$ cat config.mk
export PLATFORM = sky130hd
export DESIGN_NAME = exec_unit_flat
export DESIGN_NICKNAME = d
export VERILOG_FILES = /design/src/rtl/exec_unit_pkg.sv /design/src/rtl/exec_unit_if.sv /design/src/rtl/exec_unit_seq_mult.sv /design/src/rtl/exec_unit.sv /design/src/flat_wrapper.sv
export SDC_FILE = /design/constraint.sdc
export NUM_CORES = 1
export LEC_CHECK = 0
export CAP_MARGIN = 5
export CORE_UTILIZATION = 24
export DETAILED_ROUTE_END_ITERATION = 12
export PLACE_DENSITY = 0.42
export SLEW_MARGIN = 20
export SYNTH_ARGS = -nofsm -noshare
export SYNTH_HDL_FRONTEND = slang
export SYNTH_SLANG_ARGS = --single-unit
$ cat constraint.sdc
create_clock -name clk -period 4.62 [get_ports clk]
set_clock_uncertainty 0.1 [all_clocks]
set_input_delay 0.462 -clock clk [delete_from_list [all_inputs] [get_ports clk]]
set_output_delay 0.462 -clock clk [all_outputs]
set_load 0.01 [all_outputs]
$ cat src/rtl/exec_unit_pkg.sv
// exec_unit_pkg: shared definitions for the execution unit.
//   - opcode encodings (3-bit)
//   - FSM state encoding (IDLE, READ, EXEC, WB)
//   - widths of the opcode, immediate and multiplier iteration counter
package exec_unit_pkg;

  localparam int OPC_W     = 3;
  localparam int IMM_W     = 8;
  localparam int MUL_CNT_W = 5;

  localparam logic [OPC_W-1:0] OP_NOP = 3'b000;
  localparam logic [OPC_W-1:0] OP_ADD = 3'b001;
  localparam logic [OPC_W-1:0] OP_SUB = 3'b010;
  localparam logic [OPC_W-1:0] OP_AND = 3'b011;
  localparam logic [OPC_W-1:0] OP_OR  = 3'b100;
  localparam logic [OPC_W-1:0] OP_LDI = 3'b101;
  localparam logic [OPC_W-1:0] OP_MUL = 3'b110;
  localparam logic [OPC_W-1:0] OP_SHL = 3'b111;

  typedef enum logic [1:0] {
    ST_IDLE = 2'd0,
    ST_READ = 2'd1,
    ST_EXEC = 2'd2,
    ST_WB   = 2'd3
  } state_t;

endpackage

$ cat src/rtl/exec_unit_if.sv
// exec_unit_if: instruction handshake plus register-file read/write ports.
//   instr_valid/instr_ready, opcode, rd, rs1, rs2, imm : instruction bus
//   r_add1/r_add2 -> r_data1/r_data2                  : combinational reads
//   w_add, w_flag, w_data                              : synchronous write
//   busy, done                                         : unit status
// slave  = the execution unit, master = the environment (issuer + register file).
interface exec_unit_if
  import exec_unit_pkg::*;
#(
  parameter int DATA_W = 16,
  parameter int ADDR_W = 2
);
  logic              instr_valid;
  logic              instr_ready;
  logic [OPC_W-1:0]  opcode;
  logic [ADDR_W-1:0] rd;
  logic [ADDR_W-1:0] rs1;
  logic [ADDR_W-1:0] rs2;
  logic [IMM_W-1:0]  imm;
  logic [ADDR_W-1:0] r_add1;
  logic [ADDR_W-1:0] r_add2;
  logic [DATA_W-1:0] r_data1;
  logic [DATA_W-1:0] r_data2;
  logic [ADDR_W-1:0] w_add;
  logic              w_flag;
  logic [DATA_W-1:0] w_data;
  logic              busy;
  logic              done;

  modport slave (
    input  instr_valid, opcode, rd, rs1, rs2, imm, r_data1, r_data2,
    output instr_ready, r_add1, r_add2, w_add, w_flag, w_data, busy, done
  );

  modport master (
    output instr_valid, opcode, rd, rs1, rs2, imm, r_data1, r_data2,
    input  instr_ready, r_add1, r_add2, w_add, w_flag, w_data, busy, done
  );
endinterface

$ cat src/rtl/exec_unit_seq_mult.sv
// seq_mult: shift-add multiplier, one multiplier bit per cycle.
//   start   : load operands a/b (one-cycle pulse)
//   a, b    : multiplicand / multiplier
//   done    : high during the last of DATA_W iteration cycles
//   product : low DATA_W bits of a*b, valid while done is high
module seq_mult
  import exec_unit_pkg::*;
#(
  parameter int DATA_W = 16
) (
  input  logic              clk,
  input  logic              rst,
  input  logic              start,
  input  logic [DATA_W-1:0] a,
  input  logic [DATA_W-1:0] b,
  output logic              done,
  output logic [DATA_W-1:0] product
);
  logic [DATA_W-1:0]    acc;
  logic [DATA_W-1:0]    mcand;
  logic [DATA_W-1:0]    mplier;
  logic [MUL_CNT_W-1:0] cnt;
  logic                 running;
  logic [DATA_W-1:0]    acc_nxt;

  // The product is exposed combinationally so the final partial sum is
  // usable in the same cycle done is raised; high bits shift out (wrap).
  always_comb begin
    acc_nxt = acc;
    if (mplier[0]) acc_nxt = acc + mcand;
  end

  assign done    = running && (cnt == MUL_CNT_W'(DATA_W - 1));
  assign product = acc_nxt;

  always_ff @(posedge clk) begin
    if (rst) begin
      running <= 1'b0;
      cnt     <= '0;
      acc     <= '0;
      mcand   <= '0;
      mplier  <= '0;
    end else if (start) begin
      running <= 1'b1;
      cnt     <= '0;
      acc     <= '0;
      mcand   <= a;
      mplier  <= b;
    end else if (running) begin
      acc    <= acc_nxt;
      mcand  <= mcand << 1;
      mplier <= mplier >> 1;
      cnt    <= cnt + MUL_CNT_W'(1);
      if (done) running <= 1'b0;
    end
  end
endmodule

$ cat src/rtl/exec_unit.sv
// exec_unit: single-issue execution unit, IDLE -> READ -> EXEC -> WB.
//   clk, reset : clock and synchronous active-high reset
//   bus        : exec_unit_if.slave (instruction handshake, register-file
//                read/write ports, busy/done status)
// ALU ops take one EXEC cycle; MUL spends DATA_W EXEC cycles in seq_mult.
module exec_unit
  import exec_unit_pkg::*;
#(
  parameter int DATA_W = 16,
  parameter int ADDR_W = 2
) (
  input  logic         clk,
  input  logic         reset,
  exec_unit_if.slave   bus
);
  state_t            state, state_nxt;
  logic [OPC_W-1:0]  op_p0;
  logic [ADDR_W-1:0] rd_p0;
  logic [IMM_W-1:0]  imm_p0;
  logic [ADDR_W-1:0] radd1, radd2;
  logic [DATA_W-1:0] opa_p1, opb_p1;
  logic [DATA_W-1:0] result_p2;
  logic              accept;
  logic              mul_start, mul_done;
  logic [DATA_W-1:0] mul_product;
  logic              busy, done, w_flag;

  function automatic logic [DATA_W-1:0] alu(input logic [OPC_W-1:0]  op,
                                            input logic [DATA_W-1:0] a,
                                            input logic [DATA_W-1:0] b,
                                            input logic [IMM_W-1:0]  imm);
    case (op)
      OP_ADD:  alu = a + b;
      OP_SUB:  alu = a - b;
      OP_AND:  alu = a & b;
      OP_OR:   alu = a | b;
      OP_LDI:  alu = DATA_W'(imm);
      OP_SHL:  alu = a << b[3:0];
      default: alu = '0;
    endcase
  endfunction

  assign bus.instr_ready = (state == ST_IDLE) && !reset;
  assign accept          = bus.instr_valid && bus.instr_ready;
  assign mul_start       = (state == ST_READ) && (op_p0 == OP_MUL);

  seq_mult #(.DATA_W(DATA_W)) u_mult (
    .clk     (clk),
    .rst     (reset),
    .start   (mul_start),
    .a       (bus.r_data1),
    .b       (bus.r_data2),
    .done    (mul_done),
    .product (mul_product)
  );

  always_ff @(posedge clk) begin
    if (reset) state <= ST_IDLE;
    else       state <= state_nxt;
  end

  always_comb begin
    state_nxt = state;
    busy      = 1'b1;
    done      = 1'b0;
    w_flag    = 1'b0;
    case (state)
      ST_IDLE: begin
        busy = 1'b0;
        if (accept) state_nxt = ST_READ;
      end
      ST_READ: state_nxt = ST_EXEC;
      ST_EXEC: if (op_p0 != OP_MUL || mul_done) state_nxt = ST_WB;
      ST_WB: begin
        done      = 1'b1;
        w_flag    = (op_p0 != OP_NOP);
        state_nxt = ST_IDLE;
      end
      default: state_nxt = ST_IDLE;
    endcase
  end

  always_ff @(posedge clk) begin
    if (reset) begin
      op_p0     <= '0;
      rd_p0     <= '0;
      imm_p0    <= '0;
      radd1     <= '0;
      radd2     <= '0;
      opa_p1    <= '0;
      opb_p1    <= '0;
      result_p2 <= '0;
    end else begin
      // p0: instruction latch; read addresses move only on accept and hold otherwise
      if (accept) begin
        op_p0  <= bus.opcode;
        rd_p0  <= bus.rd;
        imm_p0 <= bus.imm;
        radd1  <= bus.rs1;
        radd2  <= bus.rs2;
      end
      // p1: operand capture at end of READ (pre-write values even if rd aliases rs)
      if (state == ST_READ) begin
        opa_p1 <= bus.r_data1;
        opb_p1 <= bus.r_data2;
      end
      // p2: result register
      if (state == ST_EXEC) begin
        if (op_p0 == OP_MUL) begin
          if (mul_done) result_p2 <= mul_product;
        end else begin
          result_p2 <= alu(op_p0, opa_p1, opb_p1, imm_p0);
        end
      end
    end
  end

  assign bus.r_add1 = radd1;
  assign bus.r_add2 = radd2;
  assign bus.w_add  = rd_p0;
  assign bus.w_data = result_p2;
  assign bus.w_flag = w_flag;
  assign bus.busy   = busy;
  assign bus.done   = done;
endmodule

$ cat src/flat_wrapper.sv
// flat-port wrapper written by rule: the top's interface ports become plain ports
module exec_unit_flat import exec_unit_pkg::*;
#(
  parameter int DATA_W = 16,
  parameter int ADDR_W = 2
)
  (clk, reset, bus_instr_valid, bus_opcode, bus_rd, bus_rs1, bus_rs2, bus_imm, bus_r_data1, bus_r_data2, bus_instr_ready, bus_r_add1, bus_r_add2, bus_w_add, bus_w_flag, bus_w_data, bus_busy, bus_done);
  exec_unit_if #(.DATA_W(DATA_W), .ADDR_W(ADDR_W)) bus_i ();
  input  logic clk;
  input  logic reset;
  input wire logic [$bits(bus_i.instr_valid)-1:0] bus_instr_valid;
  input wire logic [$bits(bus_i.opcode)-1:0] bus_opcode;
  input wire logic [$bits(bus_i.rd)-1:0] bus_rd;
  input wire logic [$bits(bus_i.rs1)-1:0] bus_rs1;
  input wire logic [$bits(bus_i.rs2)-1:0] bus_rs2;
  input wire logic [$bits(bus_i.imm)-1:0] bus_imm;
  input wire logic [$bits(bus_i.r_data1)-1:0] bus_r_data1;
  input wire logic [$bits(bus_i.r_data2)-1:0] bus_r_data2;
  output wire logic [$bits(bus_i.instr_ready)-1:0] bus_instr_ready;
  output wire logic [$bits(bus_i.r_add1)-1:0] bus_r_add1;
  output wire logic [$bits(bus_i.r_add2)-1:0] bus_r_add2;
  output wire logic [$bits(bus_i.w_add)-1:0] bus_w_add;
  output wire logic [$bits(bus_i.w_flag)-1:0] bus_w_flag;
  output wire logic [$bits(bus_i.w_data)-1:0] bus_w_data;
  output wire logic [$bits(bus_i.busy)-1:0] bus_busy;
  output wire logic [$bits(bus_i.done)-1:0] bus_done;
  assign bus_i.instr_valid = bus_instr_valid;
  assign bus_i.opcode = bus_opcode;
  assign bus_i.rd = bus_rd;
  assign bus_i.rs1 = bus_rs1;
  assign bus_i.rs2 = bus_rs2;
  assign bus_i.imm = bus_imm;
  assign bus_i.r_data1 = bus_r_data1;
  assign bus_i.r_data2 = bus_r_data2;
  assign bus_instr_ready = bus_i.instr_ready;
  assign bus_r_add1 = bus_i.r_add1;
  assign bus_r_add2 = bus_i.r_add2;
  assign bus_w_add = bus_i.w_add;
  assign bus_w_flag = bus_i.w_flag;
  assign bus_w_data = bus_i.w_data;
  assign bus_busy = bus_i.busy;
  assign bus_done = bus_i.done;
  exec_unit #(.DATA_W(DATA_W), .ADDR_W(ADDR_W)) u_core (.clk(clk), .reset(reset), .bus(bus_i));
endmodule
==> results.md <==
- Setup TNS: 0 ps
- Clock Path Buffers: 2
- Drt drc: 0
- CP Launch Type: flip-flop
- Initial antenna violation count: 1
- PostCTS Resize Cnt: 0
- Filler cell count: 3345
- Max cap viols: 0
- Initial Util: 24.5%
- Syn Std Cell Area: 7760 um2
- Yosys warns: 0
- Crit Path Category: reg -> reg
- Multi-input logic area: 5030 um2
- Total Wirelength: 26.1 mm
- FMAX: 272 MHz
- Arrival @ worst endpoint: 3880 ps
- Tightest Pin Transition: 1000 ps
- Final #Nets: 1091
- Clock root buffer: clkbuf_16
- Register area share after synthesis: 31.2%
- Area Overhead vs Synth: 23.1%
- Nature of the critical path endpoint: flip-flop
- Clk_lat worst skew: 430 ps
- Crit Path Max Fanout: 23
- CTS Hold Bufs: 0
- Die area: 33000 um2
- Die Ht: 182 um
- Crit path time final: 3670 ps
- Total CTS buffers: 17
- RSZ-0062 raised after global routing: no
- Outcome: completed
- Power Dens Cells: 542 nW/um2
- Register bit total from synthesis: 121
- Post-CTS Setup Repair Bufs: 0
- Final slew viol count: 0
- Row count: 65
- Core ar.: 31600 um2
- IO Pins: 78
- Vias in the first global route: 6766
- LEAKAGE: 3.43 nW
- Clk pin slew, worst setup/hold paths: 60 ps
- Via/cell ratio: 4.98
- Most used DFF post-synth: dfxtp_1
- Overflow after GRT: 0
- Routed Antenna Nets: 0
- Detail Placement HPWL: 19.4 mm
- VDD IR max: 0.285 mV
- Netlist cell types: 57
- Worst EP required: 4830 ps
- Fin. Hold Viols: 0
- Wire per inst: 18.5 um
- Syn_area_per_cell: 8.23 um2
- RePlAce Congestion: 0.879
- Mapped Nets: 1037
- FF/Latch Area: 2420 um2
- # H-tree levels: 4
- Post-Syn Instances: 942
- Total track usage: 16.2%
- CTS tree: done
- Final Setup Violations: 0
- Worst Hold Class: in -> reg
- Worst slew margin: 33.1%
- Final Cycle Share: 79.5%
- Die X: 182 um
- Share of cells above drive strength 1: 7.23%
- Post-synth EDFFs: 0
- First-pass GRT wire length: 40.8 mm
- Largest net degree at the start of global routing: 66
- IO buf count: 77
- Vias: 7025
- Final core utilization: 30.2%
- Pre-Repair DR Iteration Count: 5
- Async SR Flop Fraction: 0%
- 1st-iter DRT viols: 540
- Clk sinks: 121
-- metal layers --
layer	part of all wire (%)	vias to the layer above	global-route usage, %
li1	-	3509	-
met1	52	3329	23.6
met2	41	161	23.5
met3	4.9	26	3.35
met4	1.4	0	4.71
met5	0	-	0
-- placed cells by master, fill, tap and decap left out, types with 4 or more instances in the layout --
master	netlist	layout
a211oi_1	48	48
a21o_1	14	14
a21oi_1	56	56
a221oi_1	17	17
a311oi_1	4	4
a31oi_1	7	7
a41oi_1	4	4
and2_1	6	6
buf_4	0	17
clkbuf_16	0	17
clkdlybuf4s50_1	0	76
clkinv_2	0	4
dfxtp_1	121	120
ha_1	41	40
inv_1	24	24
mux2_2	9	9
mux2i_1	82	82
mux4_2	4	4
nand2_1	65	64
nand2b_1	29	29
nand3_1	5	5
nand3b_1	5	5
nand4_1	4	4
nor2_1	145	143
nor2b_1	9	9
nor3_1	26	25
nor4_1	6	6
o211ai_1	4	4
o21a_1	12	12
o21ai_0	44	44
o221ai_1	5	5
o22ai_1	6	6
or3_1	5	5
xnor2_1	30	30
xor2_1	10	10
-- final timing paths --
path	from	cells past startpoint	endpoint	slack, ps
max	u_core.op_p0[1]	15	u_core.bus.w_data[13]	950
min	reset	2	u_core.u_mult.running	230
max reg2reg	u_core.op_p0[1]	15	u_core.bus.w_data[13]	950
min reg2reg	u_core.bus.r_add2[0]	2	u_core.bus.r_add2[0]	370
-- cell families (layout without fill, tap and decap cells) --
| logic type | Yosys count | in the layout | share of synthesized area (%) |
|---|---|---|---|
| xor+xnor | 40 | 40 | 4.52 |
| fa+ha+maj | 43 | 43 | 7.13 |
| buf+inv | 83 | 150 | 4.08 |
| flops | 121 | 121 | 31.2 |
| mux | 95 | 95 | 13.1 |
| other cells | 0 | 1 | 0 |
| simple gates | 316 | 316 | 18.7 |
| compound gates | 244 | 244 | 21.3 |
-- cells in the mapped netlist (4+ instances only) --
| master | instances | share of area (%) |
|---|---|---|
| xor2_1 | 10 | 1.1 |
| a31oi_1 | 7 | 0.56 |
| buf_2 | 4 | 0.26 |
| mux2i_1 | 82 | 11 |
| nand3b_1 | 5 | 0.48 |
| a21oi_1 | 56 | 3.6 |
| a311oi_1 | 4 | 0.45 |
| ha_1 | 41 | 6.6 |
| nor4_1 | 6 | 0.48 |
| buf_1 | 7 | 0.34 |
| a221oi_1 | 17 | 1.9 |
| a211oi_1 | 48 | 4.6 |
| or3_1 | 5 | 0.40 |
| o221ai_1 | 5 | 0.56 |
| nand2_1 | 65 | 3.1 |
| o22ai_1 | 6 | 0.48 |
| nor2_1 | 145 | 7.0 |
| clkbuf_1 | 47 | 2.3 |
| nand4_1 | 4 | 0.32 |
| mux2_2 | 9 | 1.3 |
| a21o_1 | 14 | 1.4 |
| o211ai_1 | 4 | 0.39 |
| mux4_2 | 4 | 1.2 |
| nor3_1 | 26 | 1.7 |
| nand3_1 | 5 | 0.32 |
| dfxtp_1 | 121 | 31 |
| inv_1 | 24 | 1.2 |
| xnor2_1 | 30 | 3.4 |
| nand2b_1 | 29 | 2.3 |
| nor2b_1 | 9 | 0.73 |
| a41oi_1 | 4 | 0.45 |
| and2_1 | 6 | 0.48 |
| o21a_1 | 12 | 1.2 |
| o21ai_0 | 44 | 2.8 |
-- where the power goes --
| group | internal (mW) | total, mW | switching (mW) |
|---|---|---|---|
| Clock | 0.877 | 1.41 | 0.531 |
| Combinational | 1.07 | 2.36 | 1.29 |
| Sequential | 1.20 | 1.41 | 0.210 |
-- flip-flops by register name, summed over array words and instances (netlist names) --
register	cells
u_core.bus.r_add1	2
u_core.bus.r_add2	2
u_core.bus.w_add	2
u_core.bus.w_data	16
u_core.imm_p0	8
u_core.op_p0	3
u_core.opa_p1	16
u_core.opb_p1	16
u_core.state	2
u_core.u_mult.acc	16
u_core.u_mult.cnt	5
u_core.u_mult.mcand	16
u_core.u_mult.mplier	16
u_core.u_mult.running	1
-- cell type report --
type                            count  area share, %
Clock inverter                     11           1.51
Timing Repair Buffer               93           9.30
Sequential cell                   121           25.4
Antenna cell                        1         0.0262
Inverter                           25          0.983
Multi-Input combinational cell    738           52.7
Clock buffer                       21           4.82
Tap cell                          402           5.27
-- metrics by stage --
stage / cells / total power [mW] / worst slack, ps / instance area [um2] / hold slack, ps
after floorplan: 942 / 3.06 / 1030 / 7760 / 346
after global placement: 1379 / 3.77 / 1010 / 8940 / 365
after detailed placement: 1379 / 3.76 / 942 / 8940 / 372
after CTS: 1411 / 5.22 / 922 / 9540 / 219
after global routing: 1411 / 5.53 / 685 / 9550 / 245
final: 1412 / 5.17 / 947 / 9550 / 232
-- critical path: stages (launching register included) --
cell	delay (ps)
dfxtp_1	310
buf_4	260
nand2b_1	150
nor2_1	110
buf_4	210
mux2_2	390
inv_1	60
ha_1	220
nor2b_1	140
o31a_1	280
o221a_2	280
a41oi_1	400
o21bai_1	150
xor2_1	160
a221oi_1	260
nor3_1	70
No activity file was read; power rests on OpenSTA's default activity.
